## src/rtl/chdr_traffic_source.sv

```systemverilog
// chdr_traffic_source
//   CHDR packet generator for one crossbar ingress port. Each packet is a
//   header line, a timestamp line and (lpp-2) incrementing payload lines.
//   Lines are paced by a credit accumulator that follows injection_rate.
//   The destination comes from the selected traffic pattern.
//
// Ports
//   clk, rst_n            clock, synchronous active-low reset
//   current_time          free-running time, sampled for the timestamp line
//   start_stb / stop_stb  begin a session / end it after the current packet
//   num_pkts              packets per session (0 = until stop_stb)
//   injection_rate        lines per 100 cycles (clamped to 100)
//   lines_per_pkt         lines per packet (clamped to 3..2^MTU)
//   traffic_patt          ASCII 'U','N','L','B' (anything else acts as 'L')
//   m_axis_*              AXI-Stream master carrying CHDR lines
//   session_active        high while a session is running
//   xfer_count, pkt_count line / packet handshakes in this session
//
// state     | meaning
// ----------+---------------------------------------------------------
// S_IDLE    | no session; wait for start_stb
// S_HDR     | next line to load is a header (or the last payload is in flight)
// S_TIME    | header loaded; next line to load is the timestamp
// S_PAYLOAD | loading payload lines 0..lpp-3
module chdr_traffic_source #(
    parameter int          WIDTH     = 64,
    parameter int          MTU       = 5,
    parameter logic [15:0] NODE_ID   = 16'd0,
    parameter logic [15:0] NUM_NODES = 16'd16
) (
    input  logic             clk,
    input  logic             rst_n,
    input  logic [WIDTH-1:0] current_time,
    input  logic             start_stb,
    input  logic [31:0]      num_pkts,
    input  logic             stop_stb,
    input  logic [7:0]       injection_rate,
    input  logic [15:0]      lines_per_pkt,
    input  logic [7:0]       traffic_patt,
    output logic [WIDTH-1:0] m_axis_tdata,
    output logic             m_axis_tlast,
    output logic             m_axis_tvalid,
    input  logic             m_axis_tready,
    output logic             session_active,
    output logic [31:0]      xfer_count,
    output logic [31:0]      pkt_count
);

    typedef enum logic [1:0] {S_IDLE, S_HDR, S_TIME, S_PAYLOAD} state_t;

    localparam logic [15:0] NODE_MASK     = NUM_NODES - 16'd1;
    localparam logic [15:0] LPP_MAX       = 16'(1 << MTU);
    localparam logic [15:0] LFSR_SEED_RAW = NODE_ID ^ 16'hACE1;
    localparam logic [15:0] LFSR_SEED     = (LFSR_SEED_RAW == 16'd0) ? 16'h0001 : LFSR_SEED_RAW;

    state_t           state;
    logic [11:0]      seqnum;
    logic [7:0]       acc;
    logic [15:0]      lfsr;
    logic [WIDTH-1:0] ts;
    logic [15:0]      pay_idx;
    logic             hdr_out;      // the line on the bus is a header
    logic             stop_pend;
    logic [7:0]       rate_q;
    logic [15:0]      lpp_q;
    logic [7:0]       patt_q;
    logic [31:0]      num_pkts_q;

    logic        hs;
    logic        last_hs;
    logic        can_load;
    logic        credit_ok;
    logic        limit_hit;
    logic        ending;
    logic        idle_stop;
    logic        last_pay;
    logic [8:0]  acc_sum;
    logic [7:0]  acc_next;
    logic [7:0]  rate_in;
    logic [15:0] lpp_in;
    logic [15:0] lfsr_step;
    logic [15:0] dst_next;
    logic [15:0] lpp_bytes;
    logic [63:0] hdr_line;
    logic [63:0] pay_line;

    always_comb begin
        hs       = m_axis_tvalid & m_axis_tready;
        last_hs  = hs & m_axis_tlast;
        can_load = !m_axis_tvalid || hs;

        // Net credit after this cycle's add and any handshake, then capped.
        acc_sum = {1'b0, acc} + {1'b0, rate_q};
        if (hs) begin
            acc_sum = acc_sum - 9'd100;
        end
        acc_next  = (acc_sum > 9'd200) ? 8'd200 : acc_sum[7:0];
        credit_ok = (acc_next >= 8'd100);

        limit_hit = (num_pkts_q != 32'd0) && ((pkt_count + 32'd1) == num_pkts_q);
        ending    = last_hs && (limit_hit || stop_pend || stop_stb);
        idle_stop = (stop_stb || stop_pend) && (state == S_HDR) && !m_axis_tvalid;
        last_pay  = (pay_idx == (lpp_q - 16'd3));

        rate_in = (injection_rate > 8'd100) ? 8'd100 : injection_rate;
        if (lines_per_pkt < 16'd3) begin
            lpp_in = 16'd3;
        end else if (lines_per_pkt > LPP_MAX) begin
            lpp_in = LPP_MAX;
        end else begin
            lpp_in = lines_per_pkt;
        end

        lfsr_step = lfsr[0] ? ((lfsr >> 1) ^ 16'hB400) : (lfsr >> 1);

        case (patt_q)
            8'h55:   dst_next = lfsr & NODE_MASK;
            8'h4E:   dst_next = (NODE_ID + 16'd1) & NODE_MASK;
            8'h42:   dst_next = ~NODE_ID & NODE_MASK;
            default: dst_next = NODE_ID;
        endcase

        lpp_bytes = lpp_q << 3;
        hdr_line  = {2'b00, 1'b1, 1'b0, seqnum, lpp_bytes, NODE_ID, dst_next};
        pay_line  = {48'd0, pay_idx};
    end

    always_ff @(posedge clk) begin
        if (!rst_n) begin
            state          <= S_IDLE;
            m_axis_tdata   <= '0;
            m_axis_tlast   <= 1'b0;
            m_axis_tvalid  <= 1'b0;
            session_active <= 1'b0;
            xfer_count     <= 32'd0;
            pkt_count      <= 32'd0;
            seqnum         <= 12'd0;
            acc            <= 8'd0;
            lfsr           <= LFSR_SEED;
            ts             <= '0;
            pay_idx        <= 16'd0;
            hdr_out        <= 1'b0;
            stop_pend      <= 1'b0;
            rate_q         <= 8'd0;
            lpp_q          <= 16'd3;
            patt_q         <= 8'd0;
            num_pkts_q     <= 32'd0;
        end else begin
            if (hs) begin
                m_axis_tvalid <= 1'b0;
                m_axis_tlast  <= 1'b0;
                hdr_out       <= 1'b0;
                xfer_count    <= xfer_count + 32'd1;
            end
            if (last_hs) begin
                pkt_count <= pkt_count + 32'd1;
            end
            if (hs && hdr_out) begin
                ts   <= current_time;
                lfsr <= lfsr_step;
            end
            if (stop_stb && session_active) begin
                stop_pend <= 1'b1;
            end
            if (state != S_IDLE) begin
                acc <= acc_next;
            end

            case (state)
                S_IDLE: begin
                    if (start_stb) begin
                        state          <= S_HDR;
                        session_active <= 1'b1;
                        xfer_count     <= 32'd0;
                        pkt_count      <= 32'd0;
                        seqnum         <= 12'd0;
                        acc            <= 8'd0;
                        stop_pend      <= 1'b0;
                        rate_q         <= rate_in;
                        lpp_q          <= lpp_in;
                        patt_q         <= traffic_patt;
                        num_pkts_q     <= num_pkts;
                    end
                end
                S_HDR: begin
                    if (ending || idle_stop) begin
                        state          <= S_IDLE;
                        session_active <= 1'b0;
                        stop_pend      <= 1'b0;
                    end else if (can_load && credit_ok) begin
                        m_axis_tdata  <= hdr_line;
                        m_axis_tlast  <= 1'b0;
                        m_axis_tvalid <= 1'b1;
                        hdr_out       <= 1'b1;
                        seqnum        <= seqnum + 12'd1;
                        state         <= S_TIME;
                    end
                end
                S_TIME: begin
                    if (can_load && credit_ok) begin
                        // Header accepted this very cycle: ts is not yet updated.
                        m_axis_tdata  <= (hs && hdr_out) ? current_time : ts;
                        m_axis_tlast  <= 1'b0;
                        m_axis_tvalid <= 1'b1;
                        pay_idx       <= 16'd0;
                        state         <= S_PAYLOAD;
                    end
                end
                S_PAYLOAD: begin
                    if (can_load && credit_ok) begin
                        m_axis_tdata  <= pay_line;
                        m_axis_tlast  <= last_pay;
                        m_axis_tvalid <= 1'b1;
                        pay_idx       <= pay_idx + 16'd1;
                        if (last_pay) begin
                            state <= S_HDR;
                        end
                    end
                end
                default: state <= S_IDLE;
            endcase
        end
    end

endmodule

```

## config.mk

```make
export PLATFORM = sky130hd
export DESIGN_NAME = chdr_traffic_source
export DESIGN_NICKNAME = d
export VERILOG_FILES = /design/src/rtl/chdr_traffic_source.sv
export SDC_FILE = /design/constraint.sdc
export NUM_CORES = 1
export LEC_CHECK = 0
export ABC_AREA = 1
export CAP_MARGIN = 20
export CORE_ASPECT_RATIO = 0.6
export CORE_MARGIN = 1
export CORE_UTILIZATION = 42
export CTS_BUF_LIST = sky130_fd_sc_hd__clkbuf_4 sky130_fd_sc_hd__clkbuf_8 sky130_fd_sc_hd__clkbuf_16
export DETAILED_ROUTE_END_ITERATION = 6
export MAX_ROUTING_LAYER = met4
export PLACE_DENSITY_LB_ADDON = 0.15
export SYNTH_ARGS = -nofsm -noshare
export SYNTH_HDL_FRONTEND = slang
export SYNTH_SLANG_ARGS = --single-unit
```

## constraint.sdc

```tcl
create_clock -name clk -period 3.7 [get_ports clk]
set_input_delay 0.555 -clock clk [delete_from_list [all_inputs] [get_ports clk]]
set_output_delay 0.555 -clock clk [all_outputs]
set_load 0.05 [all_outputs]
```

==> flow_metrics.py <==
metrics = {
    "timing": {
        "finalMaxSlewViolations": 0,
        "fin_tns_setup_ns": 0,
        "min_period_ns": 3.43,
        "skew_ns": 0.0222,
        "fin_ws_ns": 0.274,
        "final_hold_viol_count": 0,
        "fmax_mhz": 292,
        "relSlewSlack": 0.530,
        "tightest_slew_ns": 0.705,
        "timing.final.crit_share": 0.926,
        "setup_viol": 0,
        "grt_setup_unrepaired": "no",
    },
    "outcome": {
        "status": "complete, no violations",
    },
    "logic_synthesis": {
        "synthFlopType": "dfxtp_1",
        "ys_types": 44,
        "synth_cells": 2293,
        "netlist_area_mm2": 0.0158,
        "ys_seq_area_frac": 0.400,
        "yosys_warnings": 0,
        "syn_area_per_cell_um2": 6.87,
        "synth_edf_count": 0,
        "synth_fp_nets": 2446,
        "async_reset_ff_frac": 0,
        "synth.ff_latch_count": 315,
    },
    "die": {
        "die_area_mm2": 0.0383,
        "die_y_um": 152,
        "initial_core_util": 0.430,
        "num_io_pins": 264,
        "num_rows": 54,
        "coreArea_mm2": 0.0366,
        "die_w_um": 252,
    },
    "power_and_ir_drop": {
        "p_per_area_mw_per_mm2": 550,
        "p_leak_nw": 8.53,
        "ir_drop_v": 0.000376,
    },
    "setup_path": {
        "crit_arrival_ns": 3.91,
        "max_stage_delay_ns": 0.51,
        "crit_path_cell_trace": "nand2_1, nor2_1, nand2_1, nor2_1, nand3_1, nand2_1, nand2_1, nand2_1, nand2_1, nor2_1, nand2_1, nor2_1, nand3_1, nand2_1, nand2_1, nand3_2, nand2_4, nand3_4, buf_12, buf_4, nand2_1, nand2_1, nor2_1",
        "endpoint_kind": "flip-flop",
        "crit_fanout": 10,
        "cp-start-kind": "flip-flop",
        "crit_type": "flip-flop to flip-flop",
        "cpMostUsedCell": "nand2_1",
        "critPathRequiredTime_ns": 4.18,
        "slowest_stage": "dfxtp_1",
    },
    "clock_tree": {
        "numCtsBuffers": 31,
        "cts_root_buffer": "clkbuf_16",
        "cts.path.max_buffers": 3,
        "cts_htree_levels": 1,
        "cts_hold_buf": 0,
        "cts_tree": "yes",
        "clk_latency_ns": 0.59,
        "cts_sinks": 315,
        "path_clk_slew_ns": 0.07,
    },
    "global_route": {
        "globalRouteMet2Util": 0.349,
        "overflow": 0,
        "grt_max_degree": 85,
        "grtUsageMet3": 0.0666,
        "antenna_found_initial": 4,
        "grt_pass1_wl_mm": 77.8,
        "grt_pass1_vias": 13800,
        "busiest_layer": "met1",
        "grtUsageMet1": 0.391,
        "grt_usage": 0.262,
    },
    "hold_path": {
        "min_path_type": "flip-flop to flip-flop",
    },
    "finish": {
        "final_core_util": 0.551,
        "final_cell_mix": "nand2_1, nor2_1, dfxtp_1",
        "n_fill_cell": 3553,
        "syn_to_final_growth_pct": 28.1,
        "final_common_cell": "nand2_1",
        "drive_above_1_share": 0.0577,
        "fin_nets": 2698,
        "register_area_mm2": 0.00631,
        "multiInputGateArea_mm2": 0.00811,
    },
    "placement": {
        "preCtsSetupSlack_ns": 0.217,
        "routabilityCongestion": 0.995,
        "hpwl_mm": 37.2,
        "port_buffers": 263,
    },
    "route": {
        "routed_wl_mm": 50.8,
        "avgViaCountPerCell": 5.01,
        "routedWlPerCell_um": 16.5,
        "drtIter0Drc": 1246,
        "first_pass_iters": 7,
        "vias": 15400,
        "ant_nets": 0,
        "drc": 0,
    },
    "job": {
        "drv_cap": 0,
    },
}
==> cells by family (layout without fill, tap and decap cells) <==
family                     count (synthesis)  after routing  share of synthesized area
muxes                                     64             64                     0.0406
buffers and inverters                    355            629                     0.0881
xor gates and xnor gates                  82             82                     0.0491
and+or+nand+nor                         1206           1206                      0.320
AOI/OAI and AO/OA                        251            251                     0.0860
adders and majority gates                 20             20                     0.0164
other                                      0              4                          0
DFF                                      315            315                      0.400
==> power by group <==
group / leakage, nW / internal [W] / switching [W]
combinational: 5.45 / 0.00136 / 0.00259
clock: 0.524 / 0.00187 / 0.00140
sequential: 2.55 / 0.00370 / 0.000181
==> worst max-delay path, delay by kind of cell, from the launching register on <==
| kind | cells | cell delay (ns) |
|---|---|---|
| flops | 1 | 0.51 |
| buf+inv | 2 | 0.37 |
| simple gates | 21 | 2.42 |
==> flip-flops by register name, summed over array words and instances, names as in the netlist <==
| register | flops |
|---|---|
| m_axis_tlast | 1 |
| m_axis_tvalid | 1 |
| lfsr | 16 |
| pkt_count | 32 |
| pay_idx | 16 |
| xfer_count | 32 |
| lpp_q | 16 |
| patt_q | 8 |
| num_pkts_q | 32 |
| state | 2 |
| rate_q | 8 |
| hdr_out | 1 |
| acc | 8 |
| ts | 64 |
| seqnum | 12 |
| m_axis_tdata | 64 |
| stop_pend | 1 |
| session_active | 1 |
==> Yosys cell counts (5+ instances only) <==
cell type,number,area (um2)
o211ai_1,8,60.1
o21ai_0,104,521
clkinv_1,5,18.8
buf_2,12,60.1
ha_1,19,238
xor2_1,53,464
xnor2_1,25,219
o22ai_1,35,219
a21oi_1,86,430
nand3_1,179,896
inv_2,6,22.5
o31ai_1,5,37.5
dfxtp_1,315,6310
nor4_1,18,113
buf_1,8,30.0
clkbuf_1,64,240
mux2i_1,64,641
inv_1,254,953
nor3_1,30,150
nand2_2,5,31.3
nor2_2,7,43.8
nand4_1,29,181
nor2_1,392,1470
nand2_1,528,1980
buf_6,5,56.3
==> metrics by stage <==
step           cell area [um2]  cells  hold slack, ns  total power [W]
4_1_cts                  20000   3058           0.448           0.0109
6_report                 20200   3075           0.446           0.0111
3_3_place_gp             19000   3003           0.433          0.00757
2_1_floorplan            15800   2293           0.419          0.00645
3_5_place_dp             19000   3003           0.432          0.00763
5_1_grt                  20200   3075           0.471           0.0117
==> final cells by class <==
class                   count  share of cell area
clock buffers              47              0.0462
flip-flops and latches    315               0.312
diodes                      4            0.000496
repair buffers            309               0.153
inverters                 265              0.0496
clock inverters             8             0.00483
multi-input cells        1623               0.402
well taps                 504              0.0312
==> repair_timing <==
item / CTS / global route
setup buffers: 0 / 11
endpoints found under the setup margin: 0 / 87
resized for setup: 0 / 14
hold endpoints to repair: 0 / 0
==> layer usage <==
layer	part of all wire	vias to the layer above	wire (um)
met4	0.017	0	887
li1	-	7838	-
met2	0.39	453	20000
met3	0.083	68	4200
met1	0.51	7056	25700
met5	0	-	0
==> path summary, 6_finish.rpt <==
check                           startpoint                             to  slack (ns)  depth (start not counted)
setup / recovery  pkt_count[10]$_SDFF_PN0_  m_axis_tdata[58]$_SDFFE_PN0P_        0.27                         23
hold / removal      patt_q[6]$_SDFFE_PN0P_         patt_q[6]$_SDFFE_PN0P_        0.45                          2
setup reg to reg  pkt_count[10]$_SDFF_PN0_  m_axis_tdata[58]$_SDFFE_PN0P_        0.27                         23
hold reg to reg     patt_q[6]$_SDFFE_PN0P_         patt_q[6]$_SDFFE_PN0P_        0.45                          2
Note: power is estimated with default switching activity, not from simulation.
